**src/rtl/v74x139_pkg.sv**
```systemverilog
// ============================================================================
// Module      : v74x139_pkg
// Description : Shared types for the v74x139 scan controller (state encoding,
//               digit index type, digit count).
// Revision    : 1.0 - initial release
// ============================================================================
`default_nettype none

package v74x139_pkg;

  localparam int NUM_DIGITS = 4;
  localparam int IDX_W      = 2;

  typedef logic [IDX_W-1:0] idx_t;

  typedef enum logic [1:0] {
    ST_IDLE  = 2'b00,
    ST_BLANK = 2'b01,
    ST_SHOW  = 2'b10
  } state_e;

endpackage : v74x139_pkg

`default_nettype wire

```
**src/rtl/v74x139_scan_ctrl_if.sv**
```systemverilog
// ============================================================================
// Module      : v74x139_scan_ctrl_if
// Description : Control inputs and decoder-drive outputs of the scan controller.
// Revision    : 1.0 - initial release
// ============================================================================
`default_nettype none

interface v74x139_scan_ctrl_if;

  logic       run;
  logic [3:0] digit_en;
  logic       g_l;
  logic       a;
  logic       b;
  logic       frame;

  modport master (
    output run,
    output digit_en,
    input  g_l,
    input  a,
    input  b,
    input  frame
  );

  modport slave (
    input  run,
    input  digit_en,
    output g_l,
    output a,
    output b,
    output frame
  );

endinterface : v74x139_scan_ctrl_if

`default_nettype wire

```
**src/rtl/v74x139_next_digit.sv**
```systemverilog
// ============================================================================
// Module      : v74x139_next_digit
// Description : Combinational search for the next enabled digit after cur,
//               with a wrap flag when the result is not above cur.
// Revision    : 1.0 - initial release
// ============================================================================
`default_nettype none

module v74x139_next_digit
  import v74x139_pkg::*;
(
  input  idx_t                  cur,
  input  logic [NUM_DIGITS-1:0] en,
  output idx_t                  nxt,
  output logic                  wrap
);

  idx_t cand;
  logic found;

  // Searches cur+1, cur+2, ... cur+4 (mod 4); the last candidate is cur itself.
  always_comb begin
    nxt   = cur;
    cand  = cur;
    found = 1'b0;
    for (int k = 1; k <= NUM_DIGITS; k++) begin
      cand = cur + idx_t'(k);
      if (!found && en[cand]) begin
        nxt   = cand;
        found = 1'b1;
      end
    end
    wrap = (nxt <= cur);
  end

endmodule : v74x139_next_digit

`default_nettype wire

```
**src/rtl/v74x139_scan_ctrl.sv**
```systemverilog
// ============================================================================
// Module      : v74x139_scan_ctrl
// Description : Drives G_L/A/B of a 74x139 to scan up to four digits, with a
//               blanking gap before every digit so A/B never move while enabled.
// Revision    : 1.0 - initial release
// ============================================================================
`default_nettype none

module v74x139_scan_ctrl
  import v74x139_pkg::*;
#(
  parameter int PRESCALE  = 1000,
  parameter int BLANK_CYC = 2,
  parameter int CNT_W     = 16
) (
  input  logic                clk,
  input  logic                rst,
  v74x139_scan_ctrl_if.slave  bus
);

  localparam logic [CNT_W-1:0] C_BLANK_LAST = CNT_W'(BLANK_CYC - 1);
  localparam logic [CNT_W-1:0] C_SHOW_LAST  = CNT_W'(PRESCALE - 1);

  state_e           state_q, state_d;
  logic [CNT_W-1:0] cnt_q,   cnt_d;
  idx_t             idx_q,   idx_d;
  logic             g_l_q,   g_l_d;
  logic             frame_q, frame_d;

  idx_t             search_cur;
  idx_t             nxt_idx;
  logic             nxt_wrap;
  logic             en_any;

  assign en_any = |bus.digit_en;

  // From IDLE, searching after index 3 yields the lowest enabled digit.
  assign search_cur = (state_q == ST_IDLE) ? idx_t'(NUM_DIGITS - 1) : idx_q;

  v74x139_next_digit u_next_digit (
    .cur  (search_cur),
    .en   (bus.digit_en),
    .nxt  (nxt_idx),
    .wrap (nxt_wrap)
  );

  always_comb begin
    state_d = state_q;
    cnt_d   = cnt_q;
    idx_d   = idx_q;
    frame_d = 1'b0;

    if (!bus.run || !en_any) begin
      state_d = ST_IDLE;
      cnt_d   = '0;
    end else begin
      case (state_q)
        ST_IDLE: begin
          idx_d   = nxt_idx;
          cnt_d   = '0;
          state_d = ST_BLANK;
        end
        ST_BLANK: begin
          if (cnt_q == C_BLANK_LAST) begin
            cnt_d   = '0;
            state_d = ST_SHOW;
          end else begin
            cnt_d = cnt_q + CNT_W'(1);
          end
        end
        ST_SHOW: begin
          if (cnt_q == C_SHOW_LAST) begin
            cnt_d   = '0;
            idx_d   = nxt_idx;
            frame_d = nxt_wrap;
            state_d = ST_BLANK;
          end else begin
            cnt_d = cnt_q + CNT_W'(1);
          end
        end
        default: begin
          cnt_d   = '0;
          state_d = ST_IDLE;
        end
      endcase
    end

    // Registered enable tracks the next state, so G_L is low exactly in SHOW.
    g_l_d = (state_d != ST_SHOW);
  end

  always_ff @(posedge clk or posedge rst) begin
    if (rst) begin
      state_q <= ST_IDLE;
      cnt_q   <= '0;
      idx_q   <= '0;
      g_l_q   <= 1'b1;
      frame_q <= 1'b0;
    end else begin
      state_q <= state_d;
      cnt_q   <= cnt_d;
      idx_q   <= idx_d;
      g_l_q   <= g_l_d;
      frame_q <= frame_d;
    end
  end

  assign bus.g_l   = g_l_q;
  assign bus.a     = idx_q[0];
  assign bus.b     = idx_q[1];
  assign bus.frame = frame_q;

endmodule : v74x139_scan_ctrl

`default_nettype wire

```
**src/flat_wrapper.sv**
```systemverilog
// flat-port wrapper written by rule: the top's interface ports become plain ports
module v74x139_scan_ctrl_flat import v74x139_pkg::*;
#(
  parameter int PRESCALE  = 1000,
  parameter int BLANK_CYC = 2,
  parameter int CNT_W     = 16
)
  (clk, rst, bus_run, bus_digit_en, bus_g_l, bus_a, bus_b, bus_frame);
  v74x139_scan_ctrl_if bus_i ();
  input  logic clk;
  input  logic rst;
  input wire logic [$bits(bus_i.run)-1:0] bus_run;
  input wire logic [$bits(bus_i.digit_en)-1:0] bus_digit_en;
  output wire logic [$bits(bus_i.g_l)-1:0] bus_g_l;
  output wire logic [$bits(bus_i.a)-1:0] bus_a;
  output wire logic [$bits(bus_i.b)-1:0] bus_b;
  output wire logic [$bits(bus_i.frame)-1:0] bus_frame;
  assign bus_i.run = bus_run;
  assign bus_i.digit_en = bus_digit_en;
  assign bus_g_l = bus_i.g_l;
  assign bus_a = bus_i.a;
  assign bus_b = bus_i.b;
  assign bus_frame = bus_i.frame;
  v74x139_scan_ctrl #(.PRESCALE(PRESCALE), .BLANK_CYC(BLANK_CYC), .CNT_W(CNT_W)) u_core (.clk(clk), .rst(rst), .bus(bus_i));
endmodule
```
**config.mk**
```make
export PLATFORM = sky130hd
export DESIGN_NAME = v74x139_scan_ctrl_flat
export DESIGN_NICKNAME = d
export VERILOG_FILES = /design/src/rtl/v74x139_pkg.sv /design/src/rtl/v74x139_scan_ctrl_if.sv /design/src/rtl/v74x139_next_digit.sv /design/src/rtl/v74x139_scan_ctrl.sv /design/src/flat_wrapper.sv
export SDC_FILE = /design/constraint.sdc
export NUM_CORES = 1
export LEC_CHECK = 0
export ABC_AREA = 1
export BUFFER_PORTS_ARGS = -buffer_cell sky130_fd_sc_hd__buf_2
export CORE_MARGIN = 4
export CORE_UTILIZATION = 60
export DETAILED_ROUTE_END_ITERATION = 7
export HOLD_SLACK_MARGIN = 0.05
export PLACE_DENSITY = 0.78
export SLEW_MARGIN = 20
export SYNTH_ARGS = -nofsm -noshare
export SYNTH_HDL_FRONTEND = slang
export SYNTH_SLANG_ARGS = --single-unit
```
**constraint.sdc**
```tcl
create_clock -name clk -period 2.9 [get_ports clk]
set_input_delay 0.435 -clock clk [delete_from_list [all_inputs] [get_ports clk]]
set_output_delay 0.435 -clock clk [all_outputs]
set_load 0.02 [all_outputs]
```
### Yosys cells after proc, flatten, opt, wreduce, memory -nomap -nowiden

Index checks and enable logic that the tools add are counted.

| operators by class | value |
|---|---|
| add/subtract/negate cells | 4 |
| reduce and logical (&&, ||, !) cells | 13 |
| $lt $le $gt $ge | 5 |
| multiplexer cells | 29 |
| eq/ne operators | 6 |
| bitwise gates (word level) | 1 |

Operators by type and width:

| cell | count |
|---|---|
| two-way mux 16 bit | 3 |
| case mux 16 bit (2 select lines) | 1 |
| two-way mux 2 bit | 9 |
| adder 16 x 1 -> 16 bit, second input constant | 1 |
| equality test 16 x 1 -> 1 bit, second input constant | 1 |
| equality test 16 x 10 -> 1 bit, second input constant | 1 |
| < comparator 2 x 3 -> 1 bit, second input constant | 4 |
| two-way mux 1 bit | 10 |
| binary-select mux 1 bit (select 2 bit) | 4 |
| case mux 2 bit (3 select lines) | 1 |
| logical NOT 1 bit | 5 |
| adder 2 bit, second input constant | 2 |
| case mux 2 bit (2 select lines) | 1 |
| OR reduction 4 bit | 1 |
| logical AND 1 bit | 3 |
| AND reduction 3 bit | 1 |
| adder 2 x 1 -> 2 bit, second input constant | 1 |
| equality test 2 x 1 -> 1 bit, second input constant | 1 |
| equality test 2 bit, second input constant | 1 |
| less-or-equal comparator 2 bit | 1 |
| logical NOT 2 bit | 1 |
| != test 2 x 1 -> 1 bit, second input constant | 1 |
| != test 2 bit, second input constant | 1 |
| nonzero test 2 bit | 1 |
| 2 further kinds | 2 |

| word-level totals | value |
|---|---|
| output and inout port bits | 4 |
| bits in registers | 22 |
| bits of input ports | 7 |
| logic and storage cells | 63 |

### Longest topological paths before layout

Gate-level depths: netlist of run 1.

| depth | value |
|---|---|
| depth in word-level cells | 19 |
| depth in mapped cells | 19 |
| gate-level depth less buffers | 19 |

### Modules after synthesis

From an unflattened synthesis of run 1, not the netlist that was laid out.

| second synthesis, totals | value |
|---|---|
| cells, all modules | 236 |
| area total of the unflattened synthesis | 1770.4 µm² |

Modules (own cells, without submodules):

| module | cells each | area an instance (µm²) | seq. area each (µm²) | times used |
|---|---|---|---|---|
| v74x139_scan_ctrl | 173 | 1425.1 | 551.8 | 1 |
| v74x139_next_digit | 63 | 345.3 | 0.0 | 1 |

### Worst setup path before layout of run 1

OpenSTA, ideal clock, no wires.

| timing path | value |
|---|---|
| path kind | register -> register |
| start point | register u_core.state_q[0] |
| end point | register u_core.frame_q (netlist: u_core.bus.frame) |
| stages on the path, launching flop included | 16 |
| buffers on the path | 0 |
| clock period less this slack | 2.200 ns |
| data required time | 2.828 ns |
| setup slack | 0.700 ns |
| setup time | 0.072 ns |
| data arrival time | 2.128 ns |
| cell sequence | dfrtp_1 -> inv_1 -> ha_1 -> nor2_4 -> nand2_1 -> nand2_2 -> nand2_2 -> nand2_4 -> nand2_2 -> clkinv_2 -> nand3_1 -> a21boi_1 -> ha_1 -> a21oi_1 -> o221ai_1 -> nor2_1 |

| on the way | value |
|---|---|
| word-level cells in the longest chain between the ends | 19 |
| elaborated cells between the ends (all ways) | 31 |
| classes of those cells | 3 x add/sub; 1 x order compare; 1 x eq/ne; 19 x mux; 7 x reduce/logical |

RTL lines:

| what | line | source |
|---|---|---|
| start, declared | v74x139_scan_ctrl.sv:24 | `state_e state_q, state_d;` |
| start signal, assigned | v74x139_scan_ctrl.sv:100 | `state_q <= state_d;` |
| logical NOT 2 bit * | v74x139_scan_ctrl.sv:38 | `assign search_cur = (state_q == ST_IDLE) ? idx_t'(NUM_DIGITS - 1) : idx_q;` |
| two-way mux 2 bit * | v74x139_scan_ctrl.sv:38 |  |
| adder 2 x 1 -> 2 bit | v74x139_next_digit.sv:27 | `cand = cur + idx_t'(k);` |
| binary-select mux 1 bit (select 2 bit) | v74x139_next_digit.sv:28 | `if (!found && en[cand]) begin` |
| two-way mux 1 bit (implied by the code) | v74x139_next_digit.sv:28 |  |
| two-way mux 1 bit | v74x139_next_digit.sv:28 |  |
| logical NOT 1 bit | v74x139_next_digit.sv:28 |  |
| logical AND 1 bit | v74x139_next_digit.sv:28 |  |
| (+5 left out) | - |  |
| logical AND 1 bit | v74x139_next_digit.sv:28 |  |
| two-way mux 2 bit * | v74x139_next_digit.sv:28 |  |
| named net u_core.nxt_idx[1] | v74x139_scan_ctrl.sv:31 | `idx_t nxt_idx;` |
| less-or-equal comparator 2 bit * | v74x139_next_digit.sv:33 | `wrap = (nxt <= cur);` |
| two-way mux 1 bit * | v74x139_scan_ctrl.sv:72 | `if (cnt_q == C_SHOW_LAST) begin` |
| two-way mux 1 bit * | v74x139_scan_ctrl.sv:57 | `case (state_q)` |
| two-way mux 1 bit * | v74x139_scan_ctrl.sv:53 | `if (!bus.run \|\| !en_any) begin` |
| named net u_core.frame_d | v74x139_scan_ctrl.sv:28 | `logic frame_q, frame_d;` |
| end signal, assigned | v74x139_scan_ctrl.sv:104 | `frame_q <= frame_d;` |
| end, declared | v74x139_scan_ctrl.sv:28 |  |

The timed path passes the listed nets; every way through them passes the cells marked *. The select of a mux whose other input is x is not followed.
A chain may end at the register's enable or synchronous reset.

### Final worst setup path of run 1

Same ends and word-level chain as after synthesis.

==> results of run 1 <==
-- state kept, by name, indices dropped and copies added (netlist names) --
| name | count |
|---|---|
| u_core.idx_q | 2 |
| u_core.state_q | 2 |
| u_core.cnt_q | 16 |
| u_core.bus.g_l | 1 |
| u_core.bus.frame | 1 |
-- cell usage after synthesis (all sizes together) --
master,n
xor2,6
o21ai,8
nand4,3
dfstp,1
o221ai,1
a21oi,6
clkinv,1
nand2,64
nor3,16
inv,37
nand3,23
ha,8
a21boi,1
or2,1
nor2,31
dfrtp,21
-- kinds of logic after synthesis --
family	count (synthesis)	synth area share, %
AO/OA/AOI/OAI	16	6.137
XOR/XNOR	6	3.304
adder cells (fa/ha/maj)	8	6.295
buffers and inverters	38	9.047
flip-flops	22	34.70
AND/OR/NAND/NOR	138	40.52
-- final cells by class --
type	count	area, um2	area share (%)
inverters	38	143.9	8.394
well taps	30	37.54	2.190
clock buffers	4	36.28	2.117
repair buffers	10	50.05	2.920
flip-flops and latches	22	551.8	32.19
multi-input cells	168	894.6	52.19
-- power groups by stage --
stage          clock, uW  sequential [uW]  combinational (uW)
2_1_floorplan          0              367                 213
3_3_place_gp           0              355                 276
3_5_place_dp           0              356                 291
4_1_cts              177              350                 291
5_1_grt              190              354                 330
6_report             172              350                 290
-- metal layers --
metal  GRT usage (%)  up-vias  routed length (um)
met2           37.60       27                1672
met4           7.120        0                  30
met5               0        -                   0
met3           4.793        6                 108
li1                -      747                   -
met1           23.18      662                1436
-- final timing paths --
path / start / endpoint / slack [ps] / cells after the start
setup / recovery: u_core.state_q[0] / u_core.bus.frame / 450 / 15
hold / removal: rst / u_core.cnt_q[7] / 260 / 2
setup reg to reg: u_core.state_q[0] / u_core.bus.frame / 450 / 15
hold reg to reg: u_core.cnt_q[0] / u_core.cnt_q[0] / 520 / 1
max in group asynchronous: rst / u_core.state_q[0] / 2140 / 2
min in group clk: u_core.cnt_q[0] / u_core.cnt_q[0] / 520 / 1
-- stage by stage --
step	hold slack [ps]	setup slack [ps]	area, um2	utilization, %	std cells
2_1_floorplan	423.5	699.9	1590	-	228
3_3_place_gp	489.0	598.7	1678	67.12	268
3_5_place_dp	503.0	476.0	1678	67.12	268
4_1_cts	283.8	451.0	1714	68.57	272
5_1_grt	305.5	208.3	1714	68.57	272
6_report	255.4	451.7	1714	68.57	272
==> results.cfg, run 1 <==
[run_status]
status = finished clean

[pwr]
swShare_pct = 38.39
p_total_uw = 811.0
clkPwrFrac_pct = 21.2
seq_power_share_pct = 43.1
combPwrFrac_pct = 35.7
vdd_drop_max_mv = 0.3356
p_per_area_nw_per_um2 = 473.1
switchingPower_uw = 311.3
p_leak_uw = 0.0008545
p_int_uw = 499.7

[min_path]
hold_path_class = in2async

[timing]
fmax_mhz = 408.4
skew_ps = 6.380
tns_ps = 0
worst_pin_slew_ps = 816.4
slew_violations = 0
slew_headroom_pct = 45.51
min_period_ps = 2448
rsz0062_at_grt = no
timing.final.crit_share_pct = 84.43
setup_viol = 0
hold_violations = 0

[setup_path]
critical_path.endpoint_type = flop
crit_buf_inv = 2
crit_family = simple AND/OR/NAND/NOR gates
cp_cell_sequence = inv_1 -> ha_1 -> nor2_4 -> nand2_1 -> nand2_2 -> nand2_2 -> nand2_4 -> nand2_2 -> clkinv_2 -> nand3_1 -> a21boi_1 -> ha_1 -> a21oi_1 -> o221ai_1 -> nor2_1
slowest_stage = dfrtp_1
critPathKind = reg2reg
cp_common_cell = nand2_2
critPathArrivalTime_ps = 2700
crit_fanout = 9
cp.required_ps = 3150
slowest_delay_ps = 410
start_kind = flop

[logic_synthesis]
synthTopCellsByArea = dfrtp_1 (33%), nand2_1 (13%), inv_1 (7.3%)
syn_inst = 228
avgSynthCellArea_um2 = 6.975
ys_ff_latch = 22
seq_area_frac_synth_pct = 34.70
synth.distinct_cells = 24
ys_warn_count = 0
netlist_area_um2 = 1590
syn_nets = 243
yosys.area.top_type = dfrtp_1
yosysTopAreaCellShare_pct = 33.04

[detailed_routing]
dr.pass1.iters = 4
vias_per_cell = 5.301
drt_iter0_markers = 76
drc = 0
wl_per_cell_um = 11.94
wl_mm = 3.247
ant_nets = 0
vias = 1442

[place]
place_hpwl_mm = 2.609
port_buffers = 10
routabilityCongestion = 0.9096

[global_route]
grt_antenna_before_repair = 0
grt_pass1_vias = 1387
grt_max_degree = 23
grt.overflow.total = 0
grt_pass1_wl_mm = 5.582
grtUsageTotal_pct = 20.63

[final_layout]
num-fill-cells = 215
final_common_cell = nand2_1
nets = 258
syn2layout_area_growth_pct = 7.789
layout_common_cells = nand2_1 (55), inv_1 (31), nor2_1 (27)
diodes = 0
drive_above_1_share_pct = 16.94

[clock_network]
postCtsHoldBufs = 0
path_clk_slew_ps = 120
clock_latency_ps = 320
cts.sinks = 22
clockRootBuffer = clkbuf_4
cts-resized-gates = 0
cts_htree_levels = 1
cts_made_buffers = 3
clk_path_buf_depth = 2
cts_setup_buffers = 0
tritoncts = done

[floorplanning]
die_w_um = 59.48
die-area_um2 = 3538
die_h_um = 59.48
core_area_um2 = 2500
start_util_pct = 63.61
ios = 11
rows = 18

[job]
drv_cap = 0
(Power assumes the default switching activity.)
==> run 2, diff against run 1 <==
- CORE_UTILIZATION: 60 -> 54
- PLACE_DENSITY: 0.78 -> 0.74
- clock period: 2.9 -> 2.2 ns (I/O delays scaled with it)
==> run 2 against run 1 <==
  * Critical path depth is the same
  * Cell area is 9.3% higher
  * Non-clock buffer count is 13 higher
  * Die area is 9.6% higher
  * Register-to-register slack worse by 420 ps
  * Fmax grew 13%
  * Worst hold slack got worse by 100 ps
  * Highest routed layer unchanged
==> results.cfg, run 2 (synthesis results as in run 1) <==
[pwr]
swShare_pct = 35.19
p_leak_uw = 0.0009327
p_per_area_nw_per_um2 = 657.1
switchingPower_uw = 433.1
clkPwrFrac_pct = 25.0
p_int_uw = 797.6
vdd_drop_max_mv = 0.6362
combPwrFrac_pct = 37.6
seq_power_share_pct = 37.4

[global_route]
grtUsageTotal_pct = 16.84
grt_antenna_before_repair = 0
grt.overflow.total = 0
grt_pass1_vias = 1328
grt_pass1_wl_mm = 5.451
grt_max_degree = 23

[timing]
timing.final.crit_share_pct = 98.44
hold_violations = 0
skew_ps = 11.17
rsz0062_at_grt = yes
fmax_mhz = 461.7
slew_violations = 0
timing.hold.ws_ps = 155.5
slew_headroom_pct = 44.56
setup_viol = 0
min_period_ps = 2166
worst_pin_slew_ps = 830.7

[final_layout]
drive_above_1_share_pct = 25.10
reg.largest.list = u_core.cnt_q: 16 flops, u_core.idx_q: 2 flops, u_core.state_q: 2 flops
final_cell_area_um2 = 1873
final_common_cell = nand2_1
syn2layout_area_growth_pct = 17.78
diodes = 0
largest_register = u_core.cnt_q
layout_common_cells = nand2_1 (50), inv_1 (29), nor2_1 (27)
nets = 271
largest_reg_flops = 16

[detailed_routing]
drc = 0
drt_iter0_markers = 72
wl_per_cell_um = 11.38
vias_per_cell = 5.178
dr.pass1.iters = 4
wl_mm = 3.256
vias = 1481
ant_nets = 0

[clock_network]
postCtsHoldBufs = 0
tritoncts = done
cts_htree_levels = 1
cts_made_buffers = 3
path_clk_slew_ps = 130
clock_latency_ps = 310
clk_path_buf_depth = 2
cts.sinks = 22
clockRootBuffer = clkbuf_4

[setup_path]
critPathKind = reg2reg
cp_cell_sequence = inv_2 -> ha_4 -> nor2_4 -> nand2_2 -> nand2_4 -> nand2_2 -> nand2_4 -> nand2_2 -> clkinv_2 -> nand3_2 -> a21boi_1 -> ha_1 -> a21oi_1 -> o221ai_1 -> nor2_1
slowest_delay_ps = 390
critical_path.endpoint_type = flop
cp_common_cell = nand2_2
start_kind = flop
crit_fanout = 8
slowest_stage = dfrtp_1
crit_family = simple AND/OR/NAND/NOR gates
critPathArrivalTime_ps = 2420
crit_buf_inv = 2
cp.required_ps = 2450

[run_status]
status = finished clean

[floorplanning]
ios = 11
start_util_pct = 57.17
die_w_um = 62.27
core_area_um2 = 2781
rows = 19
die_h_um = 62.27
die-area_um2 = 3877

[job]
drv_cap = 0

[min_path]
hold_path_class = in2async

[place]
routabilityCongestion = 0.8593
port_buffers = 10
place_hpwl_mm = 2.435
post_dp_cell_area_um2 = 1754
[run 2: cell count changes in the layout (fill, tap and decap cells not counted), sizes merged]
| cell | change |
|---|---|
| bufinv | +1 |
| clkbuf | -1 |
| buf | +13 |
[run 2: power by group through the flow]
stage / combinational (uW) / sequential [uW] / clock, uW
after global routing: 525 / 466 / 339
after CTS: 438 / 457 / 317
after floorplan: 281 / 484 / 0
final: 463 / 460 / 307
after global placement: 419 / 466 / 0
after detailed placement: 419 / 465 / 0
[run 2: path summary, 6_finish.rpt]
path,start,endpoint,slack [ps],cells past startpoint
worst max register to register,u_core.state_q[0],u_core.bus.frame,30,15
worst min-delay path,rst,u_core.cnt_q[4],160,2
worst max-delay path,u_core.state_q[0],u_core.bus.frame,30,15
max in group asynchronous,rst,u_core.cnt_q[9],1520,2
min in group clk,bus_run,u_core.bus.frame,480,5
worst min register to register,u_core.cnt_q[0],u_core.cnt_q[0],500,1
[run 2: routing by layer]
metal  vias up  share of wire, %  GRT usage, %
met1       669                41         21.53
li1        771                 -             -
met5         -                 0             0
met4         0               2.5         6.101
met2        30                53         28.11
met3        11               4.3         3.243
[run 2: per-stage QoR]
| step | total power (uW) | util, % | setup TNS, ps | worst slack (ps) | instances |
|---|---|---|---|---|---|
| finish | 1231 | 67.34 | 0 | 34.27 | 286 |
| global route | 1331 | 67.34 | -123.7 | -123.7 | 286 |
| global placement | 884.5 | 63.07 | 0 | 3.578 | 279 |
| floorplan | 765.1 | - | 0 | 11.57 | 228 |
| detailed placement | 883.6 | 63.07 | -96.03 | -96.03 | 279 |
| CTS | 1212 | 66.13 | 0 | 8.081 | 285 |
[run 2: repair_timing]
action                     CTS  global route
setup endpoints to repair    1             1
buffers inserted             2             1
resized for setup            6             8
pin swaps                    7             4
[run 2: cell type report]
cell class / count / area (um2)
repair buffers: 23 / 147.6
well taps: 31 / 38.79
clock buffers: 3 / 22.52
clock inverters: 1 / 30.03
flip-flops and latches: 22 / 551.8
inverters: 38 / 143.9
multi-input cells: 168 / 938.4
fillers: 235 / 908.4
==> run 3, diff against run 2 <==
- CORE_UTILIZATION: 54 -> 35
- PLACE_DENSITY: 0.74 -> 0.52
- SKIP_LAST_GASP: not set -> 1
==> run 3 against run 2 <==
  * Combinational power is 26% higher
  * Sequential share of layout area is 2.4 points lower
  * Cell area is 9.0% higher
  * Die area is 47% higher
  * Critical path type unchanged
  * Utilization is 21 points lower
==> results.cfg, run 3 (synthesis results as in run 1) <==
[floorplanning]
die_h_um = 75.41
start_util_pct = 36.27
die-area_um2 = 5686
die_w_um = 75.41
rows = 24
core_area_um2 = 4384
ios = 11

[pwr]
clkPwrFrac_pct = 26.7
p_leak_uw = 0.001001
p_per_area_nw_per_um2 = 698.0
p_total_uw = 1424
seq_power_share_pct = 32.4
vdd_drop_max_mv = 0.3840
swShare_pct = 35.34
combPwrFrac_pct = 40.9
p_int_uw = 921.1
switchingPower_uw = 503.3

[min_path]
hold_path_class = in2async

[global_route]
grt_pass1_vias = 1376
grt_max_degree = 23
grt_pass1_wl_mm = 5.816
grtUsageTotal_pct = 13.03
grt.overflow.total = 0
grt_antenna_before_repair = 0

[clock_network]
tritoncts = done
clk_path_buf_depth = 2
cts.sinks = 22
clockRootBuffer = clkbuf_8
clock_latency_ps = 270
path_clk_slew_ps = 80
cts_htree_levels = 1
cts_made_buffers = 3
postCtsHoldBufs = 0

[detailed_routing]
vias_per_cell = 4.705
wl_per_cell_um = 10.97
wl_mm = 3.456
vias = 1482
drt_iter0_markers = 46
dr.pass1.iters = 4
ant_nets = 0
drc = 0

[setup_path]
r2r_end = u_core.bus.frame
worstSetupEndpoint = u_core.bus.frame
crit_fanout = 8
critPathArrivalTime_ps = 2340
rr_worst_depth = 15
cp-startpoint = u_core.state_q[1]
rrSetupSlack_ps = 60
critical_path.endpoint_type = flop
cp.required_ps = 2400
r2r-start = u_core.state_q[1]
critPathKind = reg2reg
start_kind = flop

[timing]
timing.hold.ws_ps = 85.26
slew_headroom_pct = 79.97
skew_ps = 5.389
setup_viol = 0
slew_violations = 0
timing.final.crit_share_pct = 97.46
rsz0062_at_grt = yes
min_period_ps = 2144
fmax_mhz = 466.4
hold_violations = 0
worst_pin_slew_ps = 298.4
tns_ps = 0

[place]
routabilityCongestion = 0.7921
place_hpwl_mm = 2.715
post_dp_cell_area_um2 = 1833
port_buffers = 10

[final_layout]
num-fill-cells = 443
final_common_cell = nand2_1
largest_reg_flops = 16
drive_above_1_share_pct = 31.94
diodes = 0
largest_register = u_core.cnt_q
syn2layout_area_growth_pct = 28.32
final_cell_area_um2 = 2041
reg.largest.list = u_core.cnt_q: 16 flops, u_core.idx_q: 2 flops, u_core.state_q: 2 flops
nets = 279
layout_common_cells = nand2_1 (44), inv_1 (28), nor2_1 (27)

[job]
drv_cap = 0

[run_status]
status = finished clean
==> run 3: per-layer routing <==
metal,track usage (%),up-vias,wire length [um]
met1,17.10,671,1685
met3,2.639,6,75
li1,-,795,-
met2,22.05,10,1658
met5,0,-,0
met4,3.107,0,36
==> run 3: how the worst min path moves through the flow <==
stage	slack [ps]	to	depth (start not counted)
4_1_cts	90	u_core.state_q[0]	3
5_1_grt	100	u_core.cnt_q[1]	3
3_5_place_dp	390	u_core.idx_q[1]	3
3_3_place_gp	390	u_core.idx_q[1]	3
6_report	90	u_core.idx_q[1]	3
2_1_floorplan	320	u_core.bus.frame	1
==> run 3: cell type report <==
| type | instances | area [um2] | share of cell area [%] |
|---|---|---|---|
| Sequential cell | 22 | 551.8 | 27.04 |
| Tap cell | 52 | 65.06 | 3.188 |
| Clock inverter | 1 | 30.03 | 1.471 |
| Clock buffer | 3 | 41.29 | 2.023 |
| Timing Repair Buffer | 31 | 207.7 | 10.18 |
| Inverter | 38 | 143.9 | 7.051 |
| Multi-Input combinational cell | 168 | 1001 | 49.05 |
==> run 3: stage by stage <==
stage          instances  util, %  setup slack (ps)
6_report             315    46.55             55.82
5_1_grt              315    46.55            -107.7
4_1_cts              312    44.12            -3.924
3_5_place_dp         307    41.81            -66.51
3_3_place_gp         307    41.81            -26.49
2_1_floorplan        228        -             11.57
==> run 3: critical path, stage by stage (launching register included) <==
cell	delay [ps]
dfrtp_1	370
inv_2	60
ha_4	180
nor2_4	210
nand2_1	100
o21ai_2	90
nand2_4	60
nand2_4	90
nand2_2	50
clkinv_2	70
nand3_2	70
a21boi_4	150
ha_4	240
a21oi_2	100
o221ai_1	120
nor2_1	110
==> run 3: power by group through the flow <==
stage / combinational, uW / clock [uW] / sequential (uW)
CTS: 471 / 403 / 462
global placement: 460 / 0 / 466
global route: 650 / 413 / 466
detailed placement: 458 / 0 / 467
floorplan: 281 / 0 / 484
finish: 583 / 380 / 462
==> run 3: what timing repair did <==
item                       CTS  global route
gates resized for setup      6            23
pin swaps                    3            16
buffers inserted             1             3
setup endpoints to repair    1             1
